`src/rtl/rv32i_fetch_unit_if.sv`:
```
// Fetch-stage bus: ROM address/data, hazard and redirect inputs, IF/ID latch outputs.
interface rv32i_fetch_unit_if;
    logic [31:0] pc_o;
    logic [31:0] inst_i;
    logic        stall_i;
    logic        br_taken_i;
    logic [31:0] br_target_i;
    logic [31:0] if_id_pc_o;
    logic [31:0] if_id_inst_o;
    logic        if_id_valid_o;
    logic        misalign_o;
    logic        halted_o;

    modport master (
        output pc_o,
        input  inst_i,
        input  stall_i,
        input  br_taken_i,
        input  br_target_i,
        output if_id_pc_o,
        output if_id_inst_o,
        output if_id_valid_o,
        output misalign_o,
        output halted_o
    );

    modport slave (
        input  pc_o,
        output inst_i,
        output stall_i,
        output br_taken_i,
        output br_target_i,
        input  if_id_pc_o,
        input  if_id_inst_o,
        input  if_id_valid_o,
        input  misalign_o,
        input  halted_o
    );
endinterface

```
`src/rtl/rv32i_fetch_unit.sv`:
```
// RV32I instruction-fetch stage: PC generation, IF/ID latch, stall/redirect/trap handling
// and halt on running past the end of the instruction ROM.
module rv32i_fetch_unit #(
    parameter logic [31:0] RESET_PC  = 32'h0000_0000,
    parameter logic [31:0] TRAP_VEC  = 32'h0000_0300,
    parameter int          ROM_WORDS = 200,
    parameter logic [31:0] NOP_INST  = 32'h0000_0013
) (
    input  logic              clk,
    input  logic              rst,
    rv32i_fetch_unit_if.master bus
);
    localparam logic [1:0]  ST_WARM  = 2'd0;
    localparam logic [1:0]  ST_RUN   = 2'd1;
    localparam logic [1:0]  ST_HALT  = 2'd2;
    localparam logic [31:0] PC_LIMIT = 32'(ROM_WORDS * 4);

    logic [1:0]  state_q, state_d;
    logic [31:0] pc_q, pc_d;
    logic [31:0] if_id_pc_q, if_id_pc_d;
    logic [31:0] if_id_inst_q, if_id_inst_d;
    logic        if_id_valid_q, if_id_valid_d;
    logic        misalign_q, misalign_d;

    logic [31:0] pc_plus4_s;
    logic        target_misaligned_s;
    logic [31:0] redirect_pc_s;

    assign pc_plus4_s          = pc_q + 32'd4;
    assign target_misaligned_s = (bus.br_target_i[1:0] != 2'b00);
    assign redirect_pc_s       = target_misaligned_s ? TRAP_VEC : bus.br_target_i;

    // Next-state logic: redirect beats stall beats advance; WARM ignores everything.
    always_comb begin
        state_d       = state_q;
        pc_d          = pc_q;
        if_id_pc_d    = if_id_pc_q;
        if_id_inst_d  = if_id_inst_q;
        if_id_valid_d = if_id_valid_q;
        misalign_d    = 1'b0;
        case (state_q)
            ST_WARM: begin
                state_d = ST_RUN;
            end
            ST_RUN, ST_HALT: begin
                if (bus.br_taken_i) begin
                    pc_d          = redirect_pc_s;
                    if_id_pc_d    = pc_q;
                    if_id_inst_d  = NOP_INST;
                    if_id_valid_d = 1'b0;
                    misalign_d    = target_misaligned_s;
                    state_d       = (redirect_pc_s >= PC_LIMIT) ? ST_HALT : ST_RUN;
                end else if (bus.stall_i) begin
                    state_d = state_q;
                end else if (state_q == ST_RUN) begin
                    if (pc_q >= PC_LIMIT) begin
                        if_id_pc_d    = pc_q;
                        if_id_inst_d  = NOP_INST;
                        if_id_valid_d = 1'b0;
                        state_d       = ST_HALT;
                    end else begin
                        if_id_pc_d    = pc_q;
                        if_id_inst_d  = bus.inst_i;
                        if_id_valid_d = 1'b1;
                        pc_d          = pc_plus4_s;
                        // The last in-range word is still latched valid above.
                        state_d       = (pc_plus4_s >= PC_LIMIT) ? ST_HALT : ST_RUN;
                    end
                end else begin
                    if_id_pc_d    = pc_q;
                    if_id_inst_d  = NOP_INST;
                    if_id_valid_d = 1'b0;
                end
            end
            default: begin
                state_d = ST_WARM;
            end
        endcase
    end

    // State, PC and IF/ID registers with asynchronous active-low reset.
    always_ff @(posedge clk or negedge rst) begin
        if (!rst) begin
            state_q       <= ST_WARM;
            pc_q          <= RESET_PC;
            if_id_pc_q    <= 32'h0000_0000;
            if_id_inst_q  <= NOP_INST;
            if_id_valid_q <= 1'b0;
            misalign_q    <= 1'b0;
        end else begin
            state_q       <= state_d;
            pc_q          <= pc_d;
            if_id_pc_q    <= if_id_pc_d;
            if_id_inst_q  <= if_id_inst_d;
            if_id_valid_q <= if_id_valid_d;
            misalign_q    <= misalign_d;
        end
    end

    assign bus.pc_o          = pc_q;
    assign bus.if_id_pc_o    = if_id_pc_q;
    assign bus.if_id_inst_o  = if_id_inst_q;
    assign bus.if_id_valid_o = if_id_valid_q;
    assign bus.misalign_o    = misalign_q;
    assign bus.halted_o      = (state_q == ST_HALT);
endmodule

```
`src/flat_wrapper.sv`:
```
// flat-port wrapper written by rule: the top's interface ports become plain ports
module rv32i_fetch_unit_flat 
#(
    parameter logic [31:0] RESET_PC  = 32'h0000_0000,
    parameter logic [31:0] TRAP_VEC  = 32'h0000_0300,
    parameter int          ROM_WORDS = 200,
    parameter logic [31:0] NOP_INST  = 32'h0000_0013
)
  (clk, rst, bus_pc_o, bus_inst_i, bus_stall_i, bus_br_taken_i, bus_br_target_i, bus_if_id_pc_o, bus_if_id_inst_o, bus_if_id_valid_o, bus_misalign_o, bus_halted_o);
  rv32i_fetch_unit_if bus_i ();
  input  logic clk;
  input  logic rst;
  output wire logic [$bits(bus_i.pc_o)-1:0] bus_pc_o;
  input wire logic [$bits(bus_i.inst_i)-1:0] bus_inst_i;
  input wire logic [$bits(bus_i.stall_i)-1:0] bus_stall_i;
  input wire logic [$bits(bus_i.br_taken_i)-1:0] bus_br_taken_i;
  input wire logic [$bits(bus_i.br_target_i)-1:0] bus_br_target_i;
  output wire logic [$bits(bus_i.if_id_pc_o)-1:0] bus_if_id_pc_o;
  output wire logic [$bits(bus_i.if_id_inst_o)-1:0] bus_if_id_inst_o;
  output wire logic [$bits(bus_i.if_id_valid_o)-1:0] bus_if_id_valid_o;
  output wire logic [$bits(bus_i.misalign_o)-1:0] bus_misalign_o;
  output wire logic [$bits(bus_i.halted_o)-1:0] bus_halted_o;
  assign bus_pc_o = bus_i.pc_o;
  assign bus_i.inst_i = bus_inst_i;
  assign bus_i.stall_i = bus_stall_i;
  assign bus_i.br_taken_i = bus_br_taken_i;
  assign bus_i.br_target_i = bus_br_target_i;
  assign bus_if_id_pc_o = bus_i.if_id_pc_o;
  assign bus_if_id_inst_o = bus_i.if_id_inst_o;
  assign bus_if_id_valid_o = bus_i.if_id_valid_o;
  assign bus_misalign_o = bus_i.misalign_o;
  assign bus_halted_o = bus_i.halted_o;
  rv32i_fetch_unit #(.RESET_PC(RESET_PC), .TRAP_VEC(TRAP_VEC), .ROM_WORDS(ROM_WORDS), .NOP_INST(NOP_INST)) u_core (.clk(clk), .rst(rst), .bus(bus_i));
endmodule
```
`config.mk`:
```
export PLATFORM = sky130hd
export DESIGN_NAME = rv32i_fetch_unit_flat
export DESIGN_NICKNAME = d
export VERILOG_FILES = /design/src/rtl/rv32i_fetch_unit_if.sv /design/src/rtl/rv32i_fetch_unit.sv /design/src/flat_wrapper.sv
export SDC_FILE = /design/constraint.sdc
export NUM_CORES = 1
export LEC_CHECK = 0
export ABC_AREA = 1
export CAP_MARGIN = 20
export CORE_MARGIN = 10
export CORE_UTILIZATION = 40
export DETAILED_ROUTE_END_ITERATION = 7
export DONT_BUFFER_PORTS = 1
export PLACE_DENSITY = 0.6
export SLEW_MARGIN = 0
export SYNTH_ARGS = -nofsm -noshare
export SYNTH_HDL_FRONTEND = slang
export SYNTH_SLANG_ARGS = --single-unit
```
`constraint.sdc`:
```
create_clock -name clk -period 1.9 [get_ports clk]
set_input_delay 0.19 -clock clk [delete_from_list [all_inputs] [get_ports clk]]
set_output_delay 0.19 -clock clk [all_outputs]
set_load 0.02 [all_outputs]
```
=== After elaboration in Yosys (flattened, before gate mapping) ===
Cells that the tools add are included.

* Bits in registers: 100
* Input bits: 68
* Output and inout port bits: 99
* Logic and storage cells: 47

* Add/sub/neg operators: 1
* Magnitude comparators: 3
* Equality and inequality tests: 6
* Multiplexer cells: 24
* Reductions and logical operators: 7

{| class="wikitable"
|+ Operators by type and width
! operator !! number
|-
| two-way mux 32 bit || 11
|-
| greater-or-equal comparator 32 x 10 -> 1 bit, second input constant || 3
|-
| adder 32 x 3 -> 32 bit, second input constant || 1
|-
| two-way mux 2 bit || 6
|-
| two-way mux 1 bit || 6
|-
| case mux 2 bit (2 select lines) || 1
|-
| AND reduction 2 bit || 2
|-
| AND reduction 4 bit || 1
|-
| nonzero test 2 bit || 2
|-
| inequality test 3 x 2 -> 1 bit, second input constant || 1
|-
| inequality test 3 bit, second input constant || 1
|-
| == test 2 x 1 -> 1 bit, second input constant || 1
|-
| == test 2 bit, second input constant || 1
|-
| zero test 2 bit || 1
|-
| inequality test 2 x 1 -> 1 bit, second input constant || 1
|-
| inequality test 2 bit, second input constant || 1
|-
| OR reduction 2 bit || 1
|}

=== Depth between registers and ports, before layout ===
* Word-level depth: 8
* Depth in mapped cells: 13

=== Worst setup path before layout ===
OpenSTA, ideal clock, no wires.

* Path type: reg2reg
* From: reg u_core.state_q[0]
* To: reg u_core.pc_q[24] (netlist: u_core.bus.pc_o[24])
* Library setup time: 115 ps
* Arrival time: 1622 ps
* Data required time: 1785 ps
* Slack: 163 ps
* Cell stages (with the launch flop): 13
* Buffers on the path: 2
* Cells stage by stage: dfrtp_1 > inv_1 > ha_1 > inv_1 > or2_1 > nor2_1 > nand2_1 > nand2_2 > buf_6 > buf_8 > nand2_2 > o21ai_2 > inv_2

* Word-level cells in the longest chain between the ends: 3

{| class="wikitable"
|+ Ends and longest elaborated chain
! element !! RTL line !! source
|-
| start, declared || rv32i_fetch_unit.sv:18 || <nowiki>logic [1:0] state_q, state_d;</nowiki>
|-
| start signal, assigned || rv32i_fetch_unit.sv:91 || <nowiki>state_q <= state_d;</nowiki>
|-
| == test 2 x 1 -> 1 bit or == test 2 bit (tied branches) || rv32i_fetch_unit.sv:41, rv32i_fetch_unit.sv:55 ||
|-
| nonzero test 2 bit (no source line) or OR reduction 2 bit (tied branches) || - ||
|-
| AND reduction 4 bit (no source line) * || - ||
|-
| end signal, assigned || rv32i_fetch_unit.sv:92 || <nowiki>pc_q <= pc_d;</nowiki>
|-
| end, declared || rv32i_fetch_unit.sv:19 || <nowiki>logic [31:0] pc_q, pc_d;</nowiki>
|}

Mark *: on every way between the ends. The rest lies on a longest branch, timed or not.
A chain may end at the register's enable or synchronous reset.

=== Final worst setup path ===
* From: reg u_core.state_q[1]
* To: reg u_core.pc_q[23] (netlist: u_core.bus.pc_o[23])

The elaborated chain is that of the path after synthesis.

==> run_results.csv <==
group,metric,value,unit
floorplanning,dieWidth,132.1,um
yosys,syn_nets,718,
power_and_ir_drop,power.leakage,2.913,nW
status,violations,"hold timing",
clock_tree,tritoncts,"done",
power_and_ir_drop,p_per_area,1558,nW/um^2
power_and_ir_drop,vdd_drop_max,0.0007256,V
timing,rsz0062_at_grt,"no",
drt,num_vias,4505,
layout,final_common_cell,"nand2_1",
global_routing,grt_pass1_wl,25.16,mm
yosys,syn_inst,644,
drt,drtAntennaViolNets,0,
yosys,synth_ff_type,"dfrtp_1",
setup_path,crit_path_max_fanout,13,
timing,final-hold-violation-count,100,
layout,fillCellCount,1190,
yosys,ys_seq_elements,100,
drt,vias_per_cell,5.149,
layout,area_delta_synth_final,22.29,%
layout,diodes,0,
layout,final_cell_mix,"nand2_1 (175), dfrtp_1 (97), inv_1 (70)",
placement,io_buffers,0,
drt,routed_wl,15.78,mm
clock_tree,cts_num_sinks,100,
setup_path,cp-start-kind,"flop",
yosys,synth_cell_types,35,
job,maxCapViolCount,0,
global_routing,grt_pass1_vias,4564,
timing,period_share,0.9378,
drt,drt_first_iter_violations,352,
setup_path,critPathKind,"flop to flop",
drt,drc,0,
clock_tree,clkTransAtPathRegs,0.07,ns
yosys,netlist_top_cells_area,"dfrtp_1 (48%), nand2_1 (13%), o21ai_0 (7.1%)",
layout,regArea,2506,sq um
timing,whs,-0.4563,ns
timing,setup_viol,0,
status,outcome,"complete, but fails checks",
drt,routedWlPerCell,18.03,um
timing,tightestPinTransition,0.4818,ns
floorplanning,rows,40,
yosys,synth_top_area_cell,"dfrtp_1",
setup_path,worstPathArrival,2.02,ns
layout,multi_input_area,2062,sq um
clock_tree,cts_max_path_buffers,2,
power_and_ir_drop,finalPower,0.009579,W
clock_tree,numCtsBuffers,9,
timing,layout_min_cycle_time,1.782,ns
global_routing,overflow,0,
global_routing,grt_usage,0.1777,
floorplanning,io_pins,167,
layout,finalInstanceArea,6150,sq um
timing,slew_headroom,0.6785,
yosys,synth_top_area_share,0.4827,
placement,dp_hpwl,11.81,mm
setup_path,critPathRequiredTime,2.13,ns
yosys,avgSynthCellArea,7.808,sq um
clock_tree,cts_max_level,3,
yosys,ys_seq_area_frac,0.4984,
layout,final_util,0.5057,
global_routing,grt_max_degree,101,
placement,placed_cell_area,5460,sq um
timing,fin_worst_skew,0.009996,ns
layout,drive_above_1_share,0.1584,
worst_hold_path,hold_class,"primary input to asynchronous set/reset pin",
drt,dr.pass1.iters,4,
clock_tree,insertion_delay,0.34,ns
clock_tree,cts_hold_buffers,27,
setup_path,crit_path_end_kind,"flop",
yosys,syn_area,5029,sq um
timing,fmax,561.2,MHz
timing,drv_slew,0,
floorplanning,design.core.area,12160,sq um
yosys,yosys_warnings,0,
floorplanning,start_util,0.4135,
yosys,async_flop_share,1.000,
floorplanning,chipHeight,132.1,um
yosys,synth_edf_count,0,
floorplanning,die_area,17460,sq um
layout,fin_nets,776,
global_routing,antenna_found_initial,0,
placement,place_congestion,0.9472,
clock_tree,cts-root-buf,"clkbuf_16",
==> per-layer routing <==
layer	GRT usage	routed length, um
met3	0.07889	1779
met4	0.04203	136
met1	0.2220	6727
met5	0	0
met2	0.2746	7131
==> registers in the layout (all words and copies together), names as in the netlist <==
signal and cells:
u_core.bus.if_id_pc_o 32, u_core.bus.pc_o 32, u_core.bus.if_id_valid_o 1, u_core.bus.if_id_inst_o 32, u_core.state_q 2, u_core.bus.misalign_o 1
==> power by group <==
group          switching, W  internal, W  total [W]  leakage (nW)
logic               0.00270      0.00154    0.00424          1.46
registers          0.000755      0.00272    0.00347          1.32
clock network      0.000805      0.00106    0.00187         0.138
==> worst max-delay path: stages, from the launching register on <==
cell,delay (ns)
dfrtp_1,0.37
inv_2,0.07
ha_4,0.27
inv_1,0.05
or2_1,0.24
nor2_2,0.12
nand2_2,0.08
nand2_4,0.13
buf_12,0.15
nand2_1,0.06
o21ai_1,0.07
inv_1,0.05
==> layout make-up <==
| cell class | count | share of cell area |
|---|---|---|
| Timing Repair Buffer | 76 | 0.1192 |
| Clock buffer | 11 | 0.03947 |
| Clock inverter | 5 | 0.009969 |
| Sequential cell | 100 | 0.4075 |
| Tap cell | 168 | 0.03418 |
| Multi-Input combinational cell | 426 | 0.3353 |
| Inverter | 89 | 0.05432 |
==> cells by family (layout without fill, tap and decap cells) <==
group	after synthesis	in the layout	synth area share
compound gates	126	126	0.1311
simple gates	288	288	0.2441
fa+ha+maj	6	6	0.01493
buf+inv	118	181	0.1010
xor+xnor	6	6	0.01045
flops	100	100	0.4984
==> worst paths after layout <==
check                      slack [ns]                           to  cells past startpoint           startpoint
setup / recovery                 0.12          u_core.bus.pc_o[23]                     11    u_core.state_q[1]
hold / removal                  -0.46  u_core.bus.if_id_inst_o[21]                      0                  rst
setup reg to reg                 0.12          u_core.bus.pc_o[23]                     11    u_core.state_q[1]
hold reg to reg                  0.57    u_core.bus.if_id_pc_o[21]                      2  u_core.bus.pc_o[21]
max in group asynchronous        2.17   u_core.bus.if_id_inst_o[1]                      0                  rst
min in group clk                 0.02  u_core.bus.if_id_inst_o[22]                      2       bus_inst_i[22]
==> synthesized netlist by cell type, types with 2 or more instances <==
| cell | count |
|---|---|
| nand3_2 | 4 |
| nor2_1 | 36 |
| o22ai_1 | 3 |
| o21ai_1 | 41 |
| nand2_1 | 177 |
| o21ai_0 | 71 |
| dfrtp_1 | 97 |
| inv_1 | 71 |
| xor2_1 | 5 |
| dfstp_2 | 3 |
| clkbuf_2 | 2 |
| inv_2 | 18 |
| nand2_2 | 5 |
| nand3_1 | 39 |
| clkbuf_1 | 12 |
| buf_6 | 3 |
| nor3_1 | 10 |
| a21oi_1 | 3 |
| nand4_1 | 10 |
| ha_1 | 6 |
| buf_2 | 10 |
| o21ai_2 | 4 |
| nor2_2 | 2 |
==> stage by stage <==
| step | cells | setup WS (ns) | hold slack, ns | TNS, ns |
|---|---|---|---|---|
| global placement | 827 | 0.09878 | -0.1024 | 0 |
| CTS | 873 | 0.05258 | -0.4724 | 0 |
| floorplan | 644 | 0.1634 | -0.1056 | 0 |
| global route | 875 | 0.002097 | -0.4833 | 0 |
| detailed placement | 827 | -0.03251 | -0.1023 | -0.05641 |
| finish | 875 | 0.1183 | -0.4563 | 0 |
==> what timing repair did <==
item | in CTS | in global routing
pin swaps | 0 | 1
buffers inserted | 2 | 2
cloned | 1 | 0
resized for setup | 1 | 13
endpoints found under the setup margin | 7 | 48
endpoints found under the hold margin | 127 | 100
Note: power is estimated with default switching activity, not from simulation.
